==> src/rtl/mem_wb_hist.sv <==
// Memory/Write-Back pipeline register with stall, flush, valid tracking and an
// N-deep shift history of retired write-back data for the forwarding unit.
module mem_wb_hist #(
    parameter int unsigned DATA_W     = 8,
    parameter int unsigned LANES      = 2,
    parameter int unsigned HIST_DEPTH = 1,
    parameter int unsigned INSTR_W    = 32,
    parameter int unsigned WEN_W      = 2,
    parameter int unsigned ADDR_W     = 14
) (
    input  logic                               clock,
    input  logic                               reset,
    input  logic                               stall,
    input  logic                               flush,
    input  logic                               valid_in,
    input  logic [LANES*DATA_W-1:0]            data_in,
    input  logic [INSTR_W-1:0]                 instruction_in,
    input  logic [WEN_W-1:0]                   reg_file_wen_in,
    input  logic [ADDR_W-1:0]                  ret_addr_in,
    output logic                               valid_out,
    output logic [LANES*DATA_W-1:0]            data_out,
    output logic [INSTR_W-1:0]                 instruction_out,
    output logic [WEN_W-1:0]                   reg_file_wen_out,
    output logic [ADDR_W-1:0]                  ret_addr_out,
    output logic [HIST_DEPTH*LANES*DATA_W-1:0] hist_data,
    output logic [HIST_DEPTH-1:0]              hist_valid
);

    localparam int unsigned LW = LANES * DATA_W;

    always_ff @(posedge clock) begin
        if (reset) begin
            valid_out        <= 1'b0;
            data_out         <= '0;
            instruction_out  <= '0;
            reg_file_wen_out <= '0;
            ret_addr_out     <= '0;
            hist_data        <= '0;
            hist_valid       <= '0;
        end else if (flush || !stall) begin
            // A flush still retires the current stage contents into history.
            hist_data[0 +: LW] <= data_out;
            hist_valid[0]      <= valid_out;
            for (int unsigned j = 1; j < HIST_DEPTH; j++) begin
                hist_data[j*LW +: LW] <= hist_data[(j-1)*LW +: LW];
                hist_valid[j]         <= hist_valid[j-1];
            end

            if (flush) begin
                valid_out        <= 1'b0;
                data_out         <= '0;
                instruction_out  <= '0;
                reg_file_wen_out <= '0;
                ret_addr_out     <= '0;
            end else begin
                valid_out        <= valid_in;
                data_out         <= data_in;
                instruction_out  <= instruction_in;
                reg_file_wen_out <= valid_in ? reg_file_wen_in : '0;
                ret_addr_out     <= ret_addr_in;
            end
        end
    end

endmodule

==> config.mk <==
export PLATFORM = sky130hd
export DESIGN_NAME = mem_wb_hist
export DESIGN_NICKNAME = d
export VERILOG_FILES = /design/src/rtl/mem_wb_hist.sv
export SDC_FILE = /design/constraint.sdc
export NUM_CORES = 1
export LEC_CHECK = 0
export CAP_MARGIN = 15
export CORE_ASPECT_RATIO = 2
export CORE_MARGIN = 2
export CORE_UTILIZATION = 28
export CTS_CLUSTER_SIZE = 14
export DETAILED_ROUTE_END_ITERATION = 12
export GPL_ROUTABILITY_DRIVEN = 0
export PLACE_DENSITY_LB_ADDON = 0.25
export SLEW_MARGIN = 25
export SYNTH_ARGS = -nofsm -noshare
export SYNTH_HDL_FRONTEND = slang
export SYNTH_SLANG_ARGS = --single-unit
==> constraint.sdc <==
create_clock -name clock -period 1.28 [get_ports clock]
set_input_delay 0.384 -clock clock [delete_from_list [all_inputs] [get_ports clock]]
set_output_delay 0.384 -clock clock [all_outputs]
set_load 0.01 [all_outputs]
==> results of run 1 <==
## kinds of logic (layout without fill, tap and decap cells)
group           count (synthesis)  in the layout
compound gates                 20             20
buf+inv                        21            194
flops                          82             82
mux                            62             62
simple gates                  104            104
## sequential cells by signal (all words and copies together), names as in the netlist
register / flops
hist_valid: 1
reg_file_wen_out: 2
ret_addr_out: 14
data_out: 16
instruction_out: 32
hist_data: 16
valid_out: 1
## per-layer routing
layer  wire [um]  share of wire (%)  vias up
met2        4822                 58       81
met1        3018                 36     1183
met4         138                1.7        0
met3         330                4.0       11
met5           0                  0        -
li1            -                  -     1280
## final cells by class
class	count	area [um^2]	area share, %
clock buffer	12	236.5	5.059
clock inverter	4	76.32	1.633
multi-input combinational	186	1140	24.38
sequential	82	1670	35.73
tap	137	171.4	3.667
timing repair buffer	178	1380	29.52
## final timing paths
path / end / depth (start not counted)
worst min register to register: hist_data[7] / 2
worst min-delay path: hist_data[7] / 2
worst max register to register: data_out[0] / 3
worst max-delay path: instruction_out[11] / 1
## power by group through the flow
stage	clock, mW	combinational [mW]	sequential [mW]
2_1_floorplan	0	0.281	2.76
3_3_place_gp	0	0.763	2.72
3_5_place_dp	0	0.772	2.73
4_1_cts	2.78	0.714	2.67
5_1_grt	2.88	0.751	2.68
6_report	2.69	0.694	2.67
## through the flow
step | TNS (ns) | instances | setup WS (ns) | instance area (um^2)
floorplan | 0 | 289 | 0.1153 | 2950
global placement | -20.32 | 583 | -0.2847 | 4722
detailed placement | -22.88 | 583 | -0.3260 | 4722
CTS | 0 | 599 | 0.0002228 | 4747
global route | -0.06161 | 599 | -0.02659 | 4674
finish | 0 | 599 | 0.03457 | 4674
## cell usage after synthesis (all sizes together)
library cell and n:
a22oi 1, mux2i 62, nand2 35, buf 20
nand3b 1, dfxtp 82, or2 1, nand2b 1
nor2b 2, a21oi 19, nor2 64, clkbuf 1
## timing repair
action | CTS | global route
endpoints found under the hold margin | 0 | 0
pin swaps | 0 | 0
cloned | 0 | 0
setup endpoints to repair | 82 | 51
gates resized for setup | 330 | 19
==> flow_summary.yaml, run 1 <==
logic_synthesis:
  synth_top_area_cell: "dfxtp_1"
  synth-seq-cells: 82
  synth_top_area_share_pct: 55.64
  synthesis.nets: 358
  synthMuxAreaShare_pct: 21.03
  synth_fa_ha_area_share_pct: 0
  yosysUniqueCellTypes: 15
  synth_compound_area_share_pct: 3.478
  synth_top_family_by_area: "multiplexers"
  seq_area_frac_synth_pct: 55.64
  synth_cells: 289
  synth_xor_area_share_pct: 0
  synth_area_mm2: 0.002950
  synth_area_per_cell_um2: 10.21
  post_synth_and_or_nand_nor_area_fraction_pct: 13.95
  synthTopCellsByArea: "dfxtp_1 (56%), mux2i_1 (21%), nor2_1 (7.8%), nand2_1 (4.5%), a21oi_1 (3.2%)"
  yosysWarningCount: 0
finish:
  final_cell_mix: "buf_2 (79), clkdlybuf4s50_1 (67), mux2i_1 (62)"
  n_antenna_cell: 0
  final_common_cell: "buf_2"
  area_growth_pct: 58.44
  fillers: 1087
  nets: 526
  drive_gt1_share_pct: 32.90
  final_core_util_pct: 44.90
clocking:
  clockRootBuffer: "clkbuf_16"
  cts_made_buffers: 9
  worstSkewPairLatency_ns: 0.33
  postCtsSetupRepairBufs: 0
  cts_buffer_depth: 2
  cts_hold_buf: 0
  clock_sinks: 82
  htreeDepth: 3
  cts_tree: "yes"
  clk_pin_slew_ns: 0.05
floorplan:
  core_area_mm2: 0.01041
  initial_core_util_pct: 28.34
  dieArea_mm2: 0.01142
  io_pins: 151
  rows: 53
  fp.dieW_um: 76.59
  dieHeight_um: 149.2
global_routing:
  use_met1_pct: 14.40
  grt_antenna_before_repair: 0
  grt_use_met2_pct: 28.45
  grt_max_degree: 45
  overflow: 0
  grt_busiest_layer: "met2"
  first_global_vias: 2532
  grt_pass1_wl_um: 12880
  use_met3_pct: 3.208
  grt_use_total_pct: 14.59
run_status:
  status: "completed"
drt:
  drt-total-wl_um: 8309
  viasPerCell: 4.265
  drt-initial-drc-count: 47
  vias: 2555
  dr.pass1.iters: 4
  drc: 0
  drtAntennaViolNets: 0
  wl_per_cell_um: 13.87
worst_setup_path:
  max_stage_delay_ns: 0.32
  path_cells: "clkdlybuf4s15_2"
  setup.worst_path.start_class: "flop"
  crit_buf_inv: 1
  path_max_fanout: 2
  crit_required_ns: 0.90
  crit_type: "flop to output pin"
  worstPathArrival_ns: 0.86
  endpoint_kind: "output pin"
  worst_path_max_delay_cell: "dfxtp_2"
  r2r_start: "data_out[0]"
  cp_top_family: "flip-flops"
  r2r_slack_ns: 0.51
  crit_start: "instruction_out[11]"
pwr:
  p_leak_nw: 2.200
  power_switching_share_pct: 21.53
  switchingPower_mw: 1.304
  internal-power_mw: 4.753
  power_frac_clock_pct: 44.4
  combinationalPowerShare_pct: 11.5
  vdd_ir_drop_max_mv: 0.7748
  seq_power_share_pct: 44.1
  finalPower_mw: 6.057
  power_density_mw_per_mm2: 1296
place:
  portBuffers: 150
  dp.final_hpwl_um: 6304
sta:
  fmax_ghz: 0.8029
  worst_pin_slew_ns: 0.2162
  drv_slew: 0
  final.period_utilization_pct: 97.30
  finClkSkew_ns: 0.003869
  rsz0062_at_grt: "true"
  timing.hold.ws_ns: 0.4475
  max-slew-margin-rel_pct: 85.58
  hold_viol_final: 0
  setup_viol_count_final: 0
  fin_crit_ns: 1.245
flow_run:
  maxCapViolCount: 0
worst_hold_path:
  hp-start: "hist_data[7]"
  hold_path_class: "flop to flop"
Power figures use the tool's default switching activity.
==> run 2: changes to the inputs <==
- REMOVE_ABC_BUFFERS: unset -> 1
- clock period: 1.28 -> 1.2 ns (I/O delays scaled with it)
==> flow_summary.yaml, run 2 (synthesis results as in run 1) <==
run_status:
  status: "completed"
sta:
  fmax_ghz: 0.8534
  final.period_utilization_pct: 97.65
  setup_viol_count_final: 0
  timing.hold.ws_ns: 0.4285
  rsz0062_at_grt: "false"
  hold_viol_final: 0
  timing.setup.tns_ns: 0
  drv_slew: 0
  worst_slack_ns: 0.02823
  max-slew-margin-rel_pct: 87.65
  fin_crit_ns: 1.172
  finClkSkew_ns: 0.003512
  worst_pin_slew_ns: 0.1802
floorplan:
  core_area_mm2: 0.01041
  io_pins: 151
  dieHeight_um: 149.2
  rows: 53
  dieArea_mm2: 0.01142
  fp.dieW_um: 76.59
  initial_core_util_pct: 28.34
clocking:
  worstSkewPairLatency_ns: 0.33
  cts_made_buffers: 9
  cts_tree: "yes"
  cts_hold_buf: 0
  postCtsSetupRepairBufs: 0
  clk_pin_slew_ns: 0.06
  cts_buffer_depth: 2
  htreeDepth: 3
  clock_sinks: 82
  clockRootBuffer: "clkbuf_16"
finish:
  final_cell_mix: "buf_2 (80), dfxtp_1 (66), clkdlybuf4s50_1 (65)"
  regMostFlops: "instruction_out"
  n_antenna_cell: 0
  layout_top_registers: "instruction_out x32, data_out x16, hist_data x16"
  area_growth_pct: 57.97
  drive_gt1_share_pct: 32.47
  largest_reg_flops: 32
  final_common_cell: "buf_2"
  nets: 527
worst_setup_path:
  setup.worst_path.start_class: "flop"
  worstPathArrival_ns: 0.81
  path_cells: "buf_2"
  worst_path_max_delay_cell: "dfxtp_1"
  max_stage_delay_ns: 0.33
  path_max_fanout: 2
  endpoint_kind: "output pin"
  cp_top_family: "flip-flops"
  crit_buf_inv: 1
  crit_required_ns: 0.84
  crit_type: "flop to output pin"
pwr:
  power_switching_share_pct: 22.12
  combinationalPowerShare_pct: 11.9
  power_density_mw_per_mm2: 1347
  seq_power_share_pct: 45.3
  p_leak_nw: 2.220
  switchingPower_mw: 1.388
  internal-power_mw: 4.889
  vdd_ir_drop_max_mv: 0.6990
  power_frac_clock_pct: 42.8
drt:
  viasPerCell: 4.267
  drt-initial-drc-count: 59
  wl_per_cell_um: 13.96
  drc: 0
  dr.pass1.iters: 4
  drt-total-wl_um: 8362
  vias: 2556
  drtAntennaViolNets: 0
global_routing:
  grt_pass1_wl_um: 12950
  grt_max_degree: 38
  grt_antenna_before_repair: 0
  overflow: 0
  first_global_vias: 2521
  grt_use_total_pct: 14.96
flow_run:
  maxCapViolCount: 0
place:
  dp.final_hpwl_um: 6312
  pre_cts_slack_ns: -0.4677
  portBuffers: 150
worst_hold_path:
  hold_path_class: "input pin to flop"
[run 2: cell types whose count changed in the layout (fill, tap and decap cells not counted), sizes merged]
cell,before,now
clkdlybuf4s15,3,0
bufinv,2,1
dlygate4sd2,0,1
clkbuf,12,10
dlymetal6s2s,0,1
buf,108,112
clkinvlp,1,2
clkdlybuf4s50,67,65
clkinv,1,2
[run 2: final timing paths]
path,from,to,slack (ns),depth (start not counted)
worst max-delay path,hist_data[7],hist_data[7],0.03,1
worst min register to register,hist_data[14],hist_data[14],0.45,2
worst min-delay path,stall,data_out[2],0.43,3
worst max register to register,data_out[0],data_out[0],0.45,3
[run 2: layout make-up]
class / count / area, um^2
tap: 137 / 171.4
fill: 1094 / 5751
clock inverter: 5 / 55.05
clock buffer: 10 / 239.0
timing repair buffer: 179 / 1383
sequential: 82 / 1662
multi-input combinational: 186 / 1151
[run 2: metal layers]
| layer | up-vias | wire (um) | global-route usage (%) |
|---|---|---|---|
| met4 | 0 | 233 | 8.455 |
| met1 | 1180 | 2841 | 13.96 |
| met5 | - | 0 | 0 |
| met3 | 12 | 336 | 3.148 |
| met2 | 83 | 4951 | 29.38 |
| li1 | 1281 | - | - |
[run 2: stage by stage]
stage / utilization, % / instances / area (um^2) / total power, mW
6_report: 44.77 / 599 / 4661 / 6.277
5_1_grt: 44.77 / 599 / 4661 / 6.564
4_1_cts: 44.41 / 599 / 4623 / 6.383
3_5_place_dp: 45.40 / 584 / 4727 / 3.729
3_3_place_gp: 45.40 / 584 / 4727 / 3.720
2_1_floorplan: - / 268 / 2776 / 3.146
[run 2: power by group through the flow]
stage	logic (mW)	registers, mW	clock network, mW
2_1_floorplan	0.200	2.95	0
3_3_place_gp	0.818	2.90	0
3_5_place_dp	0.825	2.90	0
4_1_cts	0.752	2.84	2.79
5_1_grt	0.808	2.85	2.90
6_report	0.745	2.85	2.69
[run 2: timing repair]
action                                  4_1_cts  5_1_grt
hold endpoints to repair                      0        0
gates resized for setup                     339       13
endpoints found under the setup margin      147       26
==> run 3: changes to the inputs <==
- CELL_PAD_IN_SITES_DETAIL_PLACEMENT: unset -> 0
- CELL_PAD_IN_SITES_GLOBAL_PLACEMENT: unset -> 1
- CORE_UTILIZATION: 28 -> 29
==> flow_summary.yaml, run 3 (synthesis results as in run 1) <==
worst_setup_path:
  r2r_start: "data_out[5]"
  endpoint_kind: "output pin"
  crit_end: "hist_data[6]"
  setup.worst_path.start_class: "flop"
  max_stage_delay_ns: 0.35
  crit_type: "flop to output pin"
  path_cells: "buf_2"
  path_depth: 1
  worst_path_max_delay_cell: "dfxtp_1"
  crit_buf_inv: 1
  r2r-end: "data_out[5]"
  crit_start: "hist_data[6]"
  cp_top_family: "flip-flops"
  crit_required_ns: 0.84
  r2r_cells: 3
  r2r_slack_ns: 0.45
  worstPathArrival_ns: 0.82
  path_max_fanout: 2
global_routing:
  grt_pass1_wl_um: 13060
  grt_use_total_pct: 16.00
  first_global_vias: 2466
  grt_antenna_before_repair: 0
  grt_max_degree: 29
  overflow: 0
drt:
  drt-total-wl_um: 8511
  vias: 2571
  drc: 0
  viasPerCell: 4.285
  wl_per_cell_um: 14.19
  drt-initial-drc-count: 79
  dr.pass1.iters: 4
  drtAntennaViolNets: 0
floorplan:
  io_pins: 151
  fp.dieW_um: 75.32
  dieHeight_um: 146.6
  core_area_mm2: 0.01002
  rows: 52
  initial_core_util_pct: 29.45
  dieArea_mm2: 0.01104
worst_hold_path:
  hp-start: "hist_data[0]"
  hold_path_class: "flop to flop"
  holdPathStages: 2
finish:
  final_cell_mix: "buf_2 (71), clkdlybuf4s50_1 (66), dfxtp_1 (63)"
  fillers: 1043
  n_antenna_cell: 0
  drive_gt1_share_pct: 33.12
  layout_top_registers: "instruction_out x32, data_out x16, hist_data x16"
  largest_reg_flops: 32
  nets: 529
  seq_area_mm2: 0.001665
  multi_input_area_mm2: 0.001160
  area_growth_pct: 61.07
  final_common_cell: "buf_2"
  regMostFlops: "instruction_out"
clocking:
  cts_tree: "yes"
  worstSkewPairLatency_ns: 0.33
  clk_pin_slew_ns: 0.06
  cts_made_buffers: 9
  clock_sinks: 82
  cts_hold_buf: 0
  htreeDepth: 3
  cts_buffer_depth: 2
  clockRootBuffer: "clkbuf_16"
sta:
  drv_slew: 0
  finClkSkew_ns: 0.005650
  hold_viol_final: 0
  setup_viol_count_final: 0
  max-slew-margin-rel_pct: 85.62
  timing.setup.tns_ns: 0
  final.period_utilization_pct: 98.65
  worst_pin_slew_ns: 0.2158
  fin_crit_ns: 1.184
  fmax_ghz: 0.8447
  rsz0062_at_grt: "false"
pwr:
  finalPower_mw: 6.378
  vdd_ir_drop_max_mv: 0.7737
  power_density_mw_per_mm2: 1342
  p_leak_nw: 2.248
place:
  dp.final_hpwl_um: 6361
  portBuffers: 150
flow_run:
  maxCapViolCount: 0
run_status:
  status: "completed"
[run 3: cell types whose count changed in the layout (fill, tap and decap cells not counted), moves of 3 or more]
cell	change
buf_2	-9
buf_6	+8
clkbuf_1	+3
dfxtp_1	-3
dfxtp_2	+3
[run 3: metal layers]
layer	wire length, um	track usage, %	up-vias
met5	0	0	-
met4	209	7.193	0
met3	371	3.727	14
met2	4978	28.78	75
met1	2951	16.70	1189
li1	-	-	1293
[run 3: area by class of cell]
class | count | share of cell area (%)
Clock inverter | 2 | 0.7372
Sequential cell | 82 | 35.04
Multi-Input combinational cell | 186 | 24.41
Tap cell | 135 | 3.555
Timing Repair Buffer | 181 | 30.70
Clock buffer | 14 | 5.556
[run 3: where the power goes]
part	internal, mW	total, mW	switching [mW]	leakage [nW]
Clock	1.72	2.76	1.04	0.147
Sequential	2.81	2.85	0.0401	0.676
Combinational	0.454	0.768	0.314	1.42
[run 3: repair_timing]
item                                   4_1_cts  5_1_grt
buffers inserted                             0        0
resized for setup                          341       30
endpoints found under the hold margin        0        0
gates cloned                                 0        1
setup endpoints to repair                  133       33
[run 3: worst min-delay path by stage]
stage | end | slack, ns
finish | hist_data[0] | 0.45
global route | hist_data[2] | 0.46
CTS | hist_data[2] | 0.46
detailed placement | hist_data[8] | 0.45
global placement | hist_data[3] | 0.44
floorplan | hist_data[0] | 0.43
[run 3: through the flow]
stage / instance area, um^2 / cells / util, % / setup WS, ns / hold WS [ns]
3_3_place_gp: 4732 / 583 / 47.23 / -0.3771 / 0.4375
4_1_cts: 4639 / 599 / 46.30 / -0.02254 / 0.4551
2_1_floorplan: 2776 / 268 / - / -0.5360 / 0.4291
6_report: 4752 / 600 / 47.43 / 0.01621 / 0.4457
5_1_grt: 4752 / 600 / 47.43 / 0.0006662 / 0.4644
3_5_place_dp: 4732 / 583 / 47.23 / -0.3899 / 0.4485
